File: src/rtl/fetch_unit.sv
// Instruction-fetch stage: program counter, single outstanding imem request,
// wrong-path squash on branch/jump redirect, and a one-entry output buffer to decode.
module fetch_unit #(
  parameter int XLEN = 32,
  parameter logic [XLEN-1:0] RESET_PC = 32'h0000_0000
) (
  input  logic            clk,
  input  logic            rst,
  input  logic            branch_taken,
  input  logic            jump_taken,
  input  logic [XLEN-1:0] redirect_target,
  output logic            imem_req_valid,
  input  logic            imem_req_ready,
  output logic [XLEN-1:0] imem_req_addr,
  input  logic            imem_resp_valid,
  input  logic [XLEN-1:0] imem_resp_data,
  output logic            if_valid,
  output logic [XLEN-1:0] if_instr,
  output logic [XLEN-1:0] if_pc,
  input  logic            id_ready,
  output logic            misaligned
);

  typedef enum logic [1:0] {
    IDLE = 2'd0,
    REQ  = 2'd1,
    WAIT = 2'd2,
    DROP = 2'd3
  } state_e;

  state_e          state_q, state_d;
  logic [XLEN-1:0] pc_q, pc_d;
  logic [XLEN-1:0] req_pc_q, req_pc_d;
  logic            if_valid_q, if_valid_d;
  logic [XLEN-1:0] if_instr_q, if_instr_d;
  logic [XLEN-1:0] if_pc_q, if_pc_d;
  logic            misaligned_q, misaligned_d;

  logic            redirect_s;
  logic            req_valid_s;
  logic [XLEN-1:0] target_s;
  // Bit 0 of the target is cleared by JALR semantics and never consulted.
  logic            unused_target_bit0;

  assign unused_target_bit0 = redirect_target[0];
  assign redirect_s = branch_taken | jump_taken;
  assign target_s   = {redirect_target[XLEN-1:2], 2'b00};

  // Next-state, request handshake and buffer update.
  always_comb begin
    state_d      = state_q;
    pc_d         = pc_q;
    req_pc_d     = req_pc_q;
    if_instr_d   = if_instr_q;
    if_pc_d      = if_pc_q;
    misaligned_d = 1'b0;
    req_valid_s  = 1'b0;

    if (if_valid_q && id_ready) begin
      if_valid_d = 1'b0;
    end else begin
      if_valid_d = if_valid_q;
    end

    case (state_q)
      IDLE: begin
        state_d = REQ;
      end
      REQ: begin
        // Only fetch when the buffer can take the result; never fetch on a redirect.
        req_valid_s = (!if_valid_q || id_ready) && !redirect_s;
        if (req_valid_s && imem_req_ready) begin
          req_pc_d = pc_q;
          pc_d     = pc_q + XLEN'(3'd4);
          state_d  = WAIT;
        end else begin
          state_d = REQ;
        end
      end
      WAIT: begin
        if (imem_resp_valid && !redirect_s) begin
          if_instr_d = imem_resp_data;
          if_pc_d    = req_pc_q;
          if_valid_d = 1'b1;
          state_d    = REQ;
        end else begin
          state_d = WAIT;
        end
      end
      DROP: begin
        if (imem_resp_valid) begin
          state_d = REQ;
        end else begin
          state_d = DROP;
        end
      end
      default: begin
        state_d = IDLE;
      end
    endcase

    // Redirect wins over drain, load and sequential pc advance.
    if (redirect_s && (state_q != IDLE)) begin
      pc_d         = target_s;
      if_valid_d   = 1'b0;
      misaligned_d = redirect_target[1];
      if (state_q == WAIT || state_q == DROP) begin
        state_d = imem_resp_valid ? REQ : DROP;
      end else begin
        state_d = REQ;
      end
    end else begin
      misaligned_d = 1'b0;
    end
  end

  // State and datapath registers.
  always_ff @(posedge clk or posedge rst) begin
    if (rst) begin
      state_q      <= IDLE;
      pc_q         <= RESET_PC;
      req_pc_q     <= RESET_PC;
      if_valid_q   <= 1'b0;
      if_instr_q   <= '0;
      if_pc_q      <= '0;
      misaligned_q <= 1'b0;
    end else begin
      state_q      <= state_d;
      pc_q         <= pc_d;
      req_pc_q     <= req_pc_d;
      if_valid_q   <= if_valid_d;
      if_instr_q   <= if_instr_d;
      if_pc_q      <= if_pc_d;
      misaligned_q <= misaligned_d;
    end
  end

  assign imem_req_valid = req_valid_s;
  assign imem_req_addr  = pc_q;
  assign if_valid       = if_valid_q;
  assign if_instr       = if_instr_q;
  assign if_pc          = if_pc_q;
  assign misaligned     = misaligned_q;

endmodule

File: config.mk
export PLATFORM = sky130hd
export DESIGN_NAME = fetch_unit
export DESIGN_NICKNAME = d
export VERILOG_FILES = /design/src/rtl/fetch_unit.sv
export SDC_FILE = /design/constraint.sdc
export NUM_CORES = 1
export LEC_CHECK = 0
export CORE_ASPECT_RATIO = 2
export CORE_UTILIZATION = 47
export DETAILED_ROUTE_END_ITERATION = 8
export PLACE_DENSITY_LB_ADDON = 0.2
export SKIP_CTS_REPAIR_TIMING = 1
export SYNTH_ARGS = -nofsm -noshare
export SYNTH_HDL_FRONTEND = slang
export SYNTH_SLANG_ARGS = --single-unit
export TNS_END_PERCENT = 30
File: constraint.sdc
create_clock -name clk -period 5.05 [get_ports clk]
set_clock_uncertainty 0.15 [all_clocks]
set_input_delay 1.01 -clock clk [delete_from_list [all_inputs] [get_ports clk]]
set_output_delay 1.01 -clock clk [all_outputs]
set_load 0.03 [all_outputs]
Word level (Yosys, flattened, before mapping)
Cells that the tools add are included.

Input port bits: 71. Flip-flop bits (word level): 132. Logic and storage cells: 43. Output and inout bits: 99.

Add/sub/neg operators: 1. Multiplexer cells: 15. Reduce and logical (&&, ||, !) cells: 16. Bitwise logic cells: 1. Equality and inequality tests: 3.

Operators with widths (number): $mux W32 (3); $add A32 B3 Y32 const B (1); $mux W2 (5); $pmux W2 S4 (1); $mux W1 (6); $reduce_and A2 Y1 (3); $reduce_bool A2 Y1 (3); $logic_and A1 B1 Y1 (5); $eq A2 B2 Y1 const B (2); $eq A2 B1 Y1 const B (1); $logic_not A1 Y1 (2); $logic_not A2 Y1 (1); $logic_or A1 B1 Y1 (2); $or A1 B1 Y1 (1).

Longest topological paths before layout
Word-level depth: 7. Mapped depth: 8. Depth with buffers taken out: 6.

Least setup slack after synthesis
No wires, ideal clock.

Path type: input port to output port. From: input port jump_taken. To: output port imem_req_valid. Cell stages on the path: 2. Data required time: 3.890 ns. Buffers on the path: 0. Data arrival time: 1.750 ns. Setup slack: 2.140 ns. Cells stage by stage: nor4b_4 > and2_1.

Word-level cells in the longest chain between the ends: 4.

RTL lines: start, declared (RTL line 10) `input logic jump_taken,`; $or A1 B1 Y1 (RTL line 46) `assign redirect_s = branch_taken | jump_taken;`; $logic_not A1 Y1 (RTL line 71) `req_valid_s = (!if_valid_q || id_ready) && !redirect_s;`; $logic_and A1 B1 Y1 (RTL line 71); $mux W1 (RTL line 65) `case (state_q)`; end, declared (RTL line 12) `output logic imem_req_valid,`.

Every way passes these cells.

Final worst setup path
Ends and elaborated chain as after synthesis.

==> impl_results.md <==
- Status: completed
- Vias: 4274
- Largest cells by area after synthesis: dfrtp_1, mux2_2, nand2_1
- First-pass DRT Iterations: 4
- CTS sink count: 126
- Total chip power: 2.99 mW
- Worst Hold Class: reg -> reg
- Core area: 0.0113 mm²
- Grt met3 use: 4.57%
- Global-route usage over all layers: 23.8%
- Routability cong.: 0.865
- Critical Path AT: 2.90 ns
- Fin. Hold Viols: 0
- FMAX: 246 MHz
- Hpwl dp: 9370 µm
- Vias/cell: 5.34
- Clk pin slew, worst setup/hold paths: 0.05 ns
- WL per Instance: 17.1 µm
- Die area: 0.0120 mm²
- WL final: 13700 µm
- Clock root buffer: clkbuf_16
- CP required: 3.89 ns
- TritonCTS clock tree: done
- Cell leakage power: 3.53 nW
- First-pass GRT wire length: 21700 µm
- Leading register cell type out of synthesis: dfrtp_1
- Die width: 77.9 µm
- Distinct cells, synth: 43
- Final setup viols: 0
- Final net count: 719
- Worst slew margin: 36.9%
- Yosys reg bits: 126
- Number of global-route vias before repair: 4437
- CP Max Fanout: 6
- Gr ovfl total: 0
- PortBufs: 164
- Most frequent cells after synthesis: dfrtp_1, nand2_1, mux2_2
- # diodes: 0
- Setup CP Type: in -> out
- Minimum clock period after layout: 4.06 ns
- Setup TNS: 0 ns
- Util after Layout: 69.0%
- Initial antenna violation count: 0
- Grt met1 use: 25.3%
- Clk_lat worst skew: 0.41 ns
- DRC errors left: 0
- RSZ-0062 raised after global routing: no
- Post-route ant nets: 0
- CTS max path bufs: 2
- Layout cell share with drive strength beyond 1: 15.8%
- Slew of the pin with the lowest slew margin: 0.947 ns
- Yosys synthesis warning count: 0
- Max Slew Vio Count: 0
- Largest net degree at the start of global routing: 80
- Mapped Area: 0.00541 mm²
- Initial drt markers: 127
- Final instance count without filler cells: 801
- Post-synth top area cell: dfrtp_1
- Busiest grt layer: met2
- IO Pins: 170
- Die height: 154 µm
- Count leader, synth: dfrtp_1
- Pwr/cell area: 384 mW/mm²
- Startpoint Class: primary input
- Routing usage on met2: 43.7%
- Final Cycle Share: 80.4%
- Num rows: 55
- Top cell type's share of synthesized area: 58.3%
- CTS buffer count: 17
- Dpl cells: 770
- Post-synth EDFFs: 0
- H-tree Lvls: 4
- FFs w/ async S/R, synth: 100%
- MaxCap Viol Count: 0
- Starting Density: 47.9%
- Hold WS: 0.316 ns
- Crit end category: primary output
- Layout area overhead: 43.8%
- Mapped Avg Cell Area: 11.1 µm²
- Post-synthesis sequential area ratio: 58.3%
- Post-synthesis cell count: 486
- Worst IR Drop VDD: 307 µV
-- routing by layer --
metal	routed length [µm]	vias up
li1	-	2017
met2	7520	140
met5	0	-
met4	246	0
met3	676	15
met1	5240	2102
-- stage by stage --
stage                     instance area, µm²  setup WS [ns]
final                                   7780          0.992
after global routing                    7780          0.913
after CTS                               7780          0.985
after detailed placement                7160           1.00
after global placement                  7160           1.01
after floorplan                         5420          0.534
-- placed cells by master, fill, tap and decap left out, types with 3 or more instances in the layout --
cell type        netlist  routed
nand4_1               17      17
o311ai_0               5       5
bufinv_16              0       4
clkdlybuf4s50_1        0     164
nand2_1              117     117
nand3_1               13      12
a31oi_1                4       4
a22oi_1                4       4
mux2_2                62      62
a21oi_1                4       4
a21o_1                 3       3
or4_1                  4       4
and2_1                 5       5
nor2_1                11      11
xnor2_1                6       6
o211ai_1               6       6
nor3_1                 8       8
conb_1                 1       4
xor2_1                 7       7
nor4_1                 5       5
and3_1                 4       3
dfrtp_1              126     126
o21ai_0               19      19
buf_4                  4       6
clkbuf_16              0      17
-- final cells by class --
class	instances	area, µm²
multi-input cells	329	2130
well taps	142	178
clock inverters	10	163
fillers	884	3500
repair buffers	170	1690
clock buffers	21	460
inverters	3	13.8
flip-flops and latches	126	3150
-- power by group --
group	switching, mW	internal (mW)
clock network	0.426	0.849
logic	0.264	0.223
registers	0.102	1.13
total	0.791	2.20
-- critical path, cell delays in order --
cell	delay, ns
clkdlybuf4s50_1	0.51
nor4b_4	0.48
and2_1	0.22
clkdlybuf4s50_1	0.67
-- sequential cells by signal, summed over array words and instances (netlist names) --
| signal | flops |
|---|---|
| imem_req_addr | 30 |
| req_pc_q | 30 |
| misaligned | 1 |
| if_instr | 32 |
| if_pc | 30 |
| state_q | 2 |
| if_valid | 1 |
-- path summary, 6_finish.rpt --
path                            cells past startpoint                end          from  slack (ns)
worst min register to register                      2       req_pc_q[21]  req_pc_q[21]        0.32
min in group asynchronous                           2        if_instr[4]           rst        1.02
worst max-delay path                                4     imem_req_valid    jump_taken        0.99
max in group asynchronous                           3       req_pc_q[28]           rst        2.76
worst max register to register                      6  imem_req_addr[16]    state_q[1]        2.44
worst min-delay path                                2       req_pc_q[21]  req_pc_q[21]        0.32
-- logic make-up (layout without fill, tap and decap cells) --
| logic type | after synthesis | in the layout | synth area share (%) |
|---|---|---|---|
| and+or+nand+nor | 194 | 194 | 16.7 |
| DFF | 126 | 126 | 58.3 |
| muxes | 63 | 63 | 13.1 |
| AOI/OAI and AO/OA | 54 | 54 | 6.64 |
| buffers and inverters | 34 | 204 | 2.87 |
| xor gates and xnor gates | 13 | 13 | 2.10 |
| adders and majority gates | 1 | 1 | 0.231 |
| other | 1 | 4 | 0.0693 |
No activity file was read; power rests on OpenSTA's default activity.
